## config.mk

```make
export PLATFORM = sky130hd
export DESIGN_NAME = dmem_arbiter
export DESIGN_NICKNAME = d
export VERILOG_FILES = /design/src/rtl/dmem_arbiter.sv
export SDC_FILE = /design/constraint.sdc
export NUM_CORES = 1
export LEC_CHECK = 0
export CAP_MARGIN = 20
export CORE_AREA = 5 5 112 114
export CTS_CLUSTER_SIZE = 14
export DETAILED_ROUTE_END_ITERATION = 8
export DIE_AREA = 0 0 117 119
export HOLD_SLACK_MARGIN = 0.02
export PLACE_DENSITY = 0.67
export SYNTH_ARGS = -nofsm -noshare
export SYNTH_HDL_FRONTEND = slang
export SYNTH_SLANG_ARGS = --single-unit
```

## constraint.sdc

```tcl
create_clock -name clk_i -period 4.5 [get_ports clk_i]
set_clock_uncertainty 0.15 [all_clocks]
set_input_delay 1.125 -clock clk_i [delete_from_list [all_inputs] [get_ports clk_i]]
set_output_delay 1.125 -clock clk_i [all_outputs]
set_load 0.02 [all_outputs]
```

## src/rtl/dmem_arbiter.sv

```systemverilog
// -----------------------------------------------------------------------------
// dmem_arbiter
//   Shares one data memory between the pipeline MEM stage (core port) and an
//   external loader/debug port (ext port). The core has fixed priority. The ext
//   port is served in cycles where the core makes no access. Every ext
//   transaction is a grant cycle followed by a response cycle (RESP), in which
//   ext_rvalid_o pulses. Writes get this pulse too, as an acknowledge.
//
//   Optional feature, macro ARB_STARVE_GUARD_EN:
//     When defined, a wait counter tracks ext cycles that are blocked by the
//     core. After MAX_WAIT blocked cycles, a FORCE slot grants ext and stalls
//     the pipeline. When undefined, ext can be starved indefinitely and
//     core_stall_o is tied to 0.
//
// Ports
//   clk_i, rst_ni             clock, asynchronous active-low reset
//   core_we_i / core_re_i     MEM-stage store / load
//   core_addr_i, core_wdata_i MEM-stage address / store data
//   core_rdata_o              load data (memory read data passed straight through)
//   core_stall_o              freeze F/D/E/M this cycle
//   ext_req_i, ext_we_i       ext request (held until grant), 1 = write
//   ext_addr_i, ext_wdata_i   ext address / write data
//   ext_gnt_o                 ext access performed on memory this cycle (comb)
//   ext_rvalid_o, ext_rdata_o registered response pulse / read data
//   mem_we_o, mem_addr_o,
//   mem_wdata_o, mem_rdata_i  memory port (write on clock edge, comb read)
// -----------------------------------------------------------------------------
//  state  | meaning
//  IDLE   | core owns memory; ext granted when the core is idle
//  RESP   | ext response cycle (rvalid), core owns memory, no ext grant
//  FORCE  | guard build only: ext forced onto memory, core stalled
// -----------------------------------------------------------------------------
module dmem_arbiter #(
  parameter int unsigned DATA_W   = 32,
  parameter int unsigned ADDR_W   = 32,
  parameter int unsigned MAX_WAIT = 8
) (
  input  logic              clk_i,
  input  logic              rst_ni,
  input  logic              core_we_i,
  input  logic              core_re_i,
  input  logic [ADDR_W-1:0] core_addr_i,
  input  logic [DATA_W-1:0] core_wdata_i,
  output logic [DATA_W-1:0] core_rdata_o,
  output logic              core_stall_o,
  input  logic              ext_req_i,
  input  logic              ext_we_i,
  input  logic [ADDR_W-1:0] ext_addr_i,
  input  logic [DATA_W-1:0] ext_wdata_i,
  output logic              ext_gnt_o,
  output logic              ext_rvalid_o,
  output logic [DATA_W-1:0] ext_rdata_o,
  output logic              mem_we_o,
  output logic [ADDR_W-1:0] mem_addr_o,
  output logic [DATA_W-1:0] mem_wdata_o,
  input  logic [DATA_W-1:0] mem_rdata_i
);

  typedef enum logic [1:0] {
    ST_IDLE  = 2'd0,
    ST_RESP  = 2'd1
`ifdef ARB_STARVE_GUARD_EN
    ,
    ST_FORCE = 2'd2
`endif
  } state_e;

  state_e state_q, state_d;

  logic              core_req;
  logic              ext_gnt;
  logic              core_stall;
  logic              ext_rvalid_q;
  logic [DATA_W-1:0] ext_rdata_q;

  assign core_req = core_we_i | core_re_i;

`ifdef ARB_STARVE_GUARD_EN
  localparam int unsigned WAIT_W = $clog2(MAX_WAIT + 1);
  localparam logic [WAIT_W-1:0] WAIT_LAST = WAIT_W'(MAX_WAIT - 1);

  logic [WAIT_W-1:0] wait_cnt_q, wait_cnt_d;
`else
  // MAX_WAIT only matters in the guard build.
  logic unused_max_wait;
  assign unused_max_wait = (MAX_WAIT == 0);
`endif

  always_comb begin
    state_d    = state_q;
    ext_gnt    = 1'b0;
    core_stall = 1'b0;
`ifdef ARB_STARVE_GUARD_EN
    wait_cnt_d = wait_cnt_q;
`endif
    case (state_q)
      ST_IDLE: begin
        if (ext_req_i && !core_req) begin
          ext_gnt = 1'b1;
          state_d = ST_RESP;
        end
`ifdef ARB_STARVE_GUARD_EN
        if (!ext_req_i || !core_req) begin
          // request gone or granted this cycle
          wait_cnt_d = '0;
        end else begin
          wait_cnt_d = wait_cnt_q + 1'b1;
          if (wait_cnt_q == WAIT_LAST) begin
            state_d = ST_FORCE;
          end
        end
`endif
      end
      ST_RESP: begin
        state_d = ST_IDLE;
`ifdef ARB_STARVE_GUARD_EN
        if (!ext_req_i) begin
          wait_cnt_d = '0;
        end
`endif
      end
`ifdef ARB_STARVE_GUARD_EN
      ST_FORCE: begin
        wait_cnt_d = '0;
        // a request withdrawn in the forced slot just returns to IDLE
        if (ext_req_i) begin
          ext_gnt    = 1'b1;
          core_stall = core_req;
          state_d    = ST_RESP;
        end else begin
          state_d = ST_IDLE;
        end
      end
`endif
      default: begin
        state_d = ST_IDLE;
      end
    endcase
  end

  always_ff @(posedge clk_i or negedge rst_ni) begin
    if (!rst_ni) begin
      state_q      <= ST_IDLE;
      ext_rvalid_q <= 1'b0;
      ext_rdata_q  <= '0;
    end else begin
      state_q      <= state_d;
      ext_rvalid_q <= ext_gnt;
      if (ext_gnt && !ext_we_i) begin
        ext_rdata_q <= mem_rdata_i;
      end
    end
  end

`ifdef ARB_STARVE_GUARD_EN
  always_ff @(posedge clk_i or negedge rst_ni) begin
    if (!rst_ni) begin
      wait_cnt_q <= '0;
    end else begin
      wait_cnt_q <= wait_cnt_d;
    end
  end
`endif

  // The memory port goes to ext only in a grant cycle. A stalled core store
  // is dropped; the frozen pipeline presents it again later.
  always_comb begin
    if (ext_gnt) begin
      mem_we_o    = ext_we_i;
      mem_addr_o  = ext_addr_i;
      mem_wdata_o = ext_wdata_i;
    end else begin
      mem_we_o    = core_we_i & ~core_stall;
      mem_addr_o  = core_addr_i;
      mem_wdata_o = core_wdata_i;
    end
  end

  assign core_rdata_o = mem_rdata_i;
  assign ext_gnt_o    = ext_gnt;
  assign ext_rvalid_o = ext_rvalid_q;
  assign ext_rdata_o  = ext_rdata_q;

`ifdef ARB_STARVE_GUARD_EN
  assign core_stall_o = core_stall;
`else
  assign core_stall_o = 1'b0;
`endif

endmodule

```

==> metrics.md <==
| Metric | Value |
|---|---|
| CTS root buf | `clkbuf_16` |
| Fmax | `225 MHz` |
| Routed Antenna Nets | `0` |
| Global-route wire length before repair | `about 16000 um` |
| DP HPWL | `about 10000 um` |
| Final setup viols | `0` |
| Placeable Area | `0.0113 mm2` |
| R2r startpoint | `state_q[0]` |
| Min-delay src | `ext_rdata_o[1]` |
| Fin worst setup slack | `~0.062 ns` |
| Clock slew seen by the registers of the worst setup and hold paths | `approximately 0.050 ns` |
| Worst-Skew Late Latency | `roughly 0.27 ns` |
| Fraction of layout cells with a size suffix above 1 | `19.6%` |
| Worst setup SP type | `input port` |
| Final worst path period need | `roughly 4.4 ns` |
| RSZ-0062 raised after global routing | `false` |
| CP Data Arrival Time | `3.16 ns` |
| VDD IR-drop max | `roughly 0.00021 V` |
| Crit path from | `core_we_i` |
| Syn_area_per_cell | `13.0 um2` |
| Final #Nets | `between 600 and 700` |
| Sequential area share after synthesis | `between 30% and 40%` |
| Highest Signal Layer | `met4` |
| First-pass iteration count of the detailed router | `4` |
| Hold slack | `0.330 ns` |
| Port buffer count | `roughly 300` |
| Vias in the first global route | `~2800` |
| Met2 wire len | `between 5000 and 6000 um` |
| Synth warn | `0` |
| Fillers | `1061` |
| H-Tree Depth | `2` |
| Die area | `approximately 0.014 mm2` |
| Die span in y | `~120 um` |
| Worst EP required | `approximately 3.2 ns` |
| # IOs | `around 300` |
| Area growth from synthesis to layout | `136%` |
| R2R Setup Slk | `between 2 and 2.5 ns` |
| Synth Net Count | `345` |
| Pwr per Cell Area | `263 mW/mm2` |
| Initial Utilization | `between 20 and 25%` |
| DR DRC count | `0` |
| Crit path max fanout | `19` |
| Final period utilization | `between 90 and 100%` |
| Via density | `4.02` |
| Max Cap Viol | `0` |
| Outcome | `completed` |
| Routed vias | `around 2400` |
| Reg2reg path depth | `6` |
| Mapped Area | `0.00232 mm2` |
| Worst R2R End | `ext_rdata_o[2]` |
| Library cells used by synthesis | `11` |
| Tot GR Track Use | `about 15%` |
| Hold-fix buffers, CTS | `0` |
| Crit path capture | `mem_wdata_o[1]` |
| Gpl congestion | `about 0.83` |
| Initial antenna violation count | `0` |
| Maximum clock insertion buffer count | `2` |
| Final Hold Fails | `0` |
| Setup CP Type | `in2out` |
| Clk sinks | `34` |
| Ant. Diodes | `0` |
| Worst hold path class | `reg2reg` |
| Chip Width | `about 120 um` |
| Flop and latch count out of synthesis | `34` |
| Post-DR wirelength/cell | `18.4 um` |
| DR WL met3 | `1350 um` |
| Post-CTS setup buffer count | `0` |
| Site row count | `39` |
| Largest net degree at the start of global routing | `35` |
| Max-slew violations | `0` |
| Setup TNS | `0 ns` |
| Pre-CTS WS | `-0.0147 ns` |
| Critical Path End Type | `primary output` |
| Leak | `about 0.0023 uW` |
| Drt total wl | `10900 um` |
| Grt ovf | `0` |
| TritonCTS clock tree | `built` |
| TritonCTS Buffers | `5` |
| Synth Instances | `between 150 and 200` |
| DRT iter0 DRCs | `33` |
| Met1 Routed Length | `about 3600 um` |
==> synthesized netlist by cell type <==
cell type,count,area [um2]
nor4b_1,1,8.76
buf_4,33,248
nor4b_2,1,15.0
buf_2,4,20.0
conb_1,1,3.75
buf_6,7,78.8
nor2b_1,1,6.26
a21o_1,1,7.51
mux2_2,66,743
dfrtp_1,34,851
mux2_1,30,338
==> sequential cells by signal, indices dropped and copies added, names as in the netlist <==
name,cells
state_q,1
ext_rdata_o,32
ext_rvalid_o,1
==> power by group <==
part / internal [uW] / leakage (uW) / switching [uW] / total (uW)
Combinational: 407 / 0.00185 / 293 / 700
Clock: 219 / 0.0000739 / 116 / 335
Sequential: 374 / 0.000412 / 31.0 / 405
==> worst min-delay path by stage <==
| stage | end | slack (ns) | cells past startpoint |
|---|---|---|---|
| after CTS | ext_rdata_o[8] | 0.34 | 1 |
| after global routing | ext_rdata_o[25] | 0.35 | 1 |
| after detailed placement | ext_rdata_o[8] | 0.32 | 1 |
| final | ext_rdata_o[1] | 0.33 | 1 |
| after global placement | ext_rdata_o[0] | 0.32 | 1 |
| after floorplan | state_q[0] | 0.28 | 1 |
==> cells by family after synthesis <==
group | after synthesis | synth area share [%]
AND/OR/NAND/NOR | 3 | 1.29
flip-flops | 34 | 36.7
other | 1 | 0.162
buffers and inverters | 44 | 14.9
multiplexers | 96 | 46.6
AO/OA/AOI/OAI | 1 | 0.324
==> metrics by stage <==
stage	instance area, um2	utilization [%]	cells	total power (uW)
floorplan	2320	-	179	703
global placement	5270	46.6	588	1120
detailed placement	5270	46.6	588	1130
CTS	5420	47.9	596	1470
global route	5480	48.4	596	1510
finish	5480	48.4	596	1440
==> repair_timing <==
| action | CTS | global route |
|---|---|---|
| cloned | 0 | 0 |
| endpoints found under the setup margin | 3 | 24 |
| resized for setup | 3 | 24 |
| pin swaps | 0 | 0 |
==> cell usage in the layout, fill, tap and decap left out, types with 3 or more instances in the layout <==
cell / n
buf_12: 3
dlymetal6s2s_1: 24
buf_4: 11
mux2_1: 30
mux2_2: 66
clkbuf_16: 5
clkdlybuf4s50_1: 269
dfrtp_1: 34
dlygate4sd2_1: 3
==> layout make-up <==
cell class,instances,area (um2),share of cell area [%]
clock buffers,7,143,2.60
repair buffers,310,3160,57.7
clock inverters,1,5.00,0.0914
well taps,143,179,3.27
multi-input cells,101,1140,20.8
flip-flops and latches,34,851,15.5
==> layer usage <==
layer / vias to the layer above / track usage (%)
met5: - / 0
met4: 0 / 4.44
met3: 15 / 5.83
met2: 168 / 28.0
met1: 1068 / 14.5
li1: 1147 / -
==> critical path: stages <==
cell             delay [ns]
clkdlybuf4s50_1        0.47
nor4b_4                0.32
buf_12                 0.20
buf_12                 0.15
mux2_2                 0.33
clkdlybuf4s50_1        0.55
No activity file was read; power rests on OpenSTA's default activity.
==> RTL edit 1 (same flow settings) <==
Set the parameter `ADDR_W` to 40 (it was 32).
--- a/src/rtl/dmem_arbiter.sv
+++ b/src/rtl/dmem_arbiter.sv
@@ -32,7 +32,7 @@
 // -----------------------------------------------------------------------------
 module dmem_arbiter #(
   parameter int unsigned DATA_W   = 32,
-  parameter int unsigned ADDR_W   = 32,
+  parameter int unsigned ADDR_W   = 40,
   parameter int unsigned MAX_WAIT = 8
 ) (
   input  logic              clk_i,
Interface: changed (resized core_addr_i, ext_addr_i and mem_addr_o); port bits go from 298 to 322. No check against the original RTL was run, so the function may have changed too.
==> RTL edit 1 against the original RTL <==
Synthesized cell count up 5.0%; power up 1.0%; highest routed layer unchanged; largest cell class unchanged; combinational power up 5.0%; synthesized area up 3.7%; routed wire length up 12%; utilization up 2.8 points; critical path type unchanged; clock power down 5%; die area unchanged; register-to-register slack better by 30 ps; sequential share of layout area down 0.84 points; worst setup slack better by 2.0 ps; design area up 5.7%; sequential cell count unchanged; count of clock-buffer cells in the layout down 2.
==> RTL edit 1: results (changes against the original RTL) <==
- Initial antenna violation count: 0 (unchanged)
- Layout cells sized above 1: 19.75% (was 19.65%)
- Post-Syn Nets: 370 (was 345)
- Tot GR Track Use: 16.59% (was 14.81%)
- Hold EP: ext_rdata_o[7] (was ext_rdata_o[1])
- Sw Pwr: 0.4578 mW (was 0.4402 mW)
- Total Nets Final: 663 (was 618)
- DR iter-0 viols: 70 (was 33)
- Vias in the first global route: 2970 (was 2758)
- Top cells by count, synth: mux2_2 (74), buf_4 (39), dfrtp_1 (34) (was mux2_2 (66), dfrtp_1 (34), buf_4 (33))
- Yosys warning count: 0 (unchanged)
- Beginning of the worst hold path: ext_rdata_o[7] (was ext_rdata_o[1])
- Diode count: 0 (unchanged)
- First-pass GRT wire length: 17410 um (was 15790 um)
- Max VDD drop: 280.2 uV (was 209.4 uV)
- Clock root cell: clkbuf_16 (unchanged)
- Leakage: 2.580 nW (was 2.338 nW)
- Worst Path Max Fanout: 16 (was 19)
- RR Endpoint: ext_rdata_o[21] (was ext_rdata_o[2])
- Min-Delay Path Class: flip-flop to flip-flop (unchanged)
- Via density: 4.152 (was 4.023)
- Detailed Routing Iterations Pass 1: 4 (unchanged)
- Layout fillers: 1050 (was 1061)
- R2R Setup Slk: 2270 ps (was 2240 ps)
- Post-synthesis sequential area ratio: 35.38% (was 36.68%)
- Largest net degree at the start of global routing: 35 (unchanged)
- Gpl congestion: 0.8080 (was 0.8331)
- Post-DP HPWL: 10910 um (was 9766 um)
- Port bufs: 320 (was 296)
- Synth area leaders: dfrtp_1 (35%), mux2_2 (35%), mux2_1 (14%) (was dfrtp_1 (37%), mux2_2 (32%), mux2_1 (15%))
- Top FF cell, synth: dfrtp_1 (unchanged)
- DR WL/cell: 19.59 um (was 18.37 um)
- Outcome: finished, final reports clean (unchanged)
-- RTL edit 1: cell count changes in the layout (fill, tap and decap cells not counted), sizes merged --
| cell | before | now |
|---|---|---|
| dlygate4sd2 | 3 | 12 |
| clkinv | 1 | 2 |
| dlymetal6s2s | 24 | 38 |
| mux2 | 96 | 104 |
| clkbuf | 7 | 5 |
| buf | 14 | 12 |
-- RTL edit 1: cell type report --
cell class                 count  area [um^2]  area share [%]
sequential                    34        850.8           14.70
timing repair buffer         331         3401           58.74
clock inverter                 2        10.01          0.1729
clock buffer                   5        125.1           2.161
multi-input combinational    109         1224           21.14
tap                          143        178.9           3.091
-- RTL edit 1: kinds of logic (layout without fill, tap and decap cells) --
| group | after synthesis | in the layout | synth area share, % |
|---|---|---|---|
| flops | 34 | 34 | 35.38 |
| simple gates | 3 | 3 | 1.249 |
| buf+inv | 45 | 338 | 14.20 |
| compound gates | 1 | 1 | 0.3123 |
| other cells | 1 | 1 | 0.1559 |
| mux | 104 | 104 | 48.70 |
-- RTL edit 1: metrics by stage --
stage	cell area (um^2)	power, mW	setup WS (ps)	hold slack, ps	instances
final	5789	1.456	63.65	329.5	624
after global routing	5789	1.530	1.185	343.3	624
after CTS	5694	1.488	1.783	335.9	624
after detailed placement	5574	1.164	-19.81	323.8	617
after global placement	5574	1.156	9.678	317.6	617
after floorplan	2405	0.7159	1010	278.3	188
-- RTL edit 1: metal layers --
layer / wire length, um / global-route usage (%) / vias to the layer above
met3: 1423 / 5.680 / 17
li1: - / - / 1228
met5: 0 / 0 / -
met4: 292 / 5.448 / 0
met2: 6672 / 31.97 / 174
met1: 3838 / 16.07 / 1172
-- RTL edit 1: how the worst max path moves through the flow --
stage               from  cells past startpoint               to
2_1_floorplan  core_we_i                      4    mem_addr_o[0]
3_3_place_gp   core_we_i                      6   mem_addr_o[26]
3_5_place_dp   core_we_i                      6   mem_addr_o[26]
4_1_cts        core_we_i                      6  mem_wdata_o[13]
5_1_grt        core_we_i                      6    mem_addr_o[8]
6_report       core_we_i                      6    mem_addr_o[7]
-- RTL edit 1: critical path, cell delays in order --
cell	delay, ps
clkdlybuf4s50_1	470
nor4b_4	340
buf_12	170
buf_12	150
mux2_2	340
clkdlybuf4s50_1	560
-- RTL edit 1: power groups by stage --
| stage | clock network (mW) | logic (mW) | registers (mW) |
|---|---|---|---|
| global placement | 0 | 0.749 | 0.407 |
| CTS | 0.330 | 0.753 | 0.404 |
| finish | 0.317 | 0.735 | 0.404 |
| detailed placement | 0 | 0.755 | 0.409 |
| global route | 0.341 | 0.775 | 0.413 |
| floorplan | 0 | 0.221 | 0.495 |
-- RTL edit 1: repair_timing --
item / 4_1_cts / 5_1_grt
setup endpoints to repair: 12 / 38
cloned: 0 / 0
setup buffers: 0 / 0
gates resized for setup: 12 / 38
==> RTL edit 2 (same flow settings) <==
Made on the original files. Add a define of `ARB_STARVE_GUARD_EN`.
--- a/src/rtl/dmem_arbiter.sv
+++ b/src/rtl/dmem_arbiter.sv
@@ -30,6 +30,8 @@
 //  RESP   | ext response cycle (rvalid), core owns memory, no ext grant
 //  FORCE  | guard build only: ext forced onto memory, core stalled
 // -----------------------------------------------------------------------------
+`define ARB_STARVE_GUARD_EN
+
 module dmem_arbiter #(
   parameter int unsigned DATA_W   = 32,
   parameter int unsigned ADDR_W   = 32,
Behaviour: not the same (Yosys sat finds a counterexample within 10 cycles, from zero or initial values and one cycle with rst_ni low).
==> RTL edit 2 against the original RTL <==
Non-clock buffer count fell by 5; sequential cell count grew 5; design area up 7.5%; via count rose by 11%; maximum frequency rose by 0.36%; routed wire length is 5.1% lower; synthesized area rose by 19%; worst setup slack better by 16 ps; power is 41% higher.
==> RTL edit 2: results (changes against the original RTL) <==
- Multi-input gate area: 1429 um^2 (was 1139 um^2)
- CP arrival: 3150 ps (was 3160 ps)
- Total Nets Final: 652 (was 618)
- Non-CTS inverters: 3 (was 0)
- Layout fillers: 978 (was 1061)
- DR iter-0 viols: 58 (was 33)
- TritonCTS Sinks: 39 (was 34)
- Outcome: finished, final reports clean (unchanged)
- Placed Cells: 617 (was 588)
- GRT met3 Usage: 5.578% (was 5.832%)
- Seq area share: 16.57% (was 15.53%)
- Met1 Usage GRT: 12.75% (was 14.50%)
- Multi-In Gates: 127 (was 101)
- Yosys cell types: 23 (was 11)
- Leakage: 2.676 nW (was 2.338 nW)
- Internal power: 1.344 mW (was 1.000 mW)
- First-pass GRT wire length: 14680 um (was 15790 um)
- Post-DP HPWL: 8986 um (was 9766 um)
- Met1 wire length: 3178 um (was 3577 um)
- Vias: 2650 (was 2398)
- Initial antenna violation count: 0 (unchanged)
- Max VDD drop: 247.4 uV (was 209.4 uV)
- Met3 WL post-DR: 1501 um (was 1348 um)
- Non-CTS buffers: 305 (was 310)
- Layout cells sized above 1: 24.27% (was 19.65%)
- Placement Cell Area: 5648 um^2 (was 5274 um^2)
- Sequential power: 0.554 mW (was 0.405 mW)
- Gpl congestion: 0.8284 (was 0.8331)
- Port bufs: 297 (was 296)
- P_comb: 1.13 mW (was 0.700 mW)
- Fraction of area in multi-input gates: 24.26% (was 20.79%)
- Post-Syn Nets: 382 (was 345)
- DR WL/cell: 16.62 um (was 18.37 um)
- DR top layer: met4 (unchanged)
- Synth Area per Inst: 13.13 um^2 (was 12.96 um^2)
- Place WS: 12.39 ps (was -14.74 ps)
- Detailed Routing Iterations Pass 1: 4 (unchanged)
- Post-synthesis sequential area ratio: 35.21% (was 36.68%)
- Non-clock buffer share: 53.41% (was 57.72%)
- # clk buffers: 5 (was 7)
- Die Wd: 117 um (unchanged)
- Via density: 4.240 (was 4.023)
- Top cells by count, synth: mux2_2 (70), dfrtp_1 (39), buf_4 (38) (was mux2_2 (66), dfrtp_1 (34), buf_4 (33))
- Tot GR Track Use: 13.37% (was 14.81%)
- Met2 wire length: 5591 um (was 5764 um)
- Final clock-cell share: 2.528% (was 2.695%)
- GRT met2 Usage: 26.03% (was 28.02%)
- Sequential share of power: 27.3% (was 28.1%)
- Largest net degree at the start of global routing: 40 (was 35)
- Synth area leaders: dfrtp_1 (35%), mux2_2 (28%), mux2_4 (15%) (was dfrtp_1 (37%), mux2_2 (32%), mux2_1 (15%))
==> RTL edit 2: final timing paths <==
check / from / endpoint / slack (ps) / cells after the start
setup / recovery: core_re_i / mem_addr_o[20] / 80 / 6
hold / removal: ext_rdata_o[2] / ext_rdata_o[2] / 350 / 1
setup reg to reg: state_q[0] / ext_rdata_o[6] / 2440 / 6
hold reg to reg: ext_rdata_o[2] / ext_rdata_o[2] / 350 / 1
max in group asynchronous: rst_ni / wait_cnt_q[3] / 2860 / 1
min in group asynchronous: rst_ni / ext_rdata_o[17] / 800 / 1
==> RTL edit 2: what timing repair did <==
| item | CTS | global route |
|---|---|---|
| setup buffers | 0 | 0 |
| gates resized for setup | 0 | 37 |
| setup endpoints to repair | 0 | 40 |
==> RTL edit 2: cells by family (layout without fill, tap and decap cells) <==
kind of cell,after synthesis,count (layout),synth area share (%)
buffers and inverters,45,316,13.23
DFF,39,39,35.21
and+or+nand+nor,11,11,2.258
AOI/OAI and AO/OA,14,14,3.973
adders and majority gates,5,5,2.257
muxes,97,97,43.07
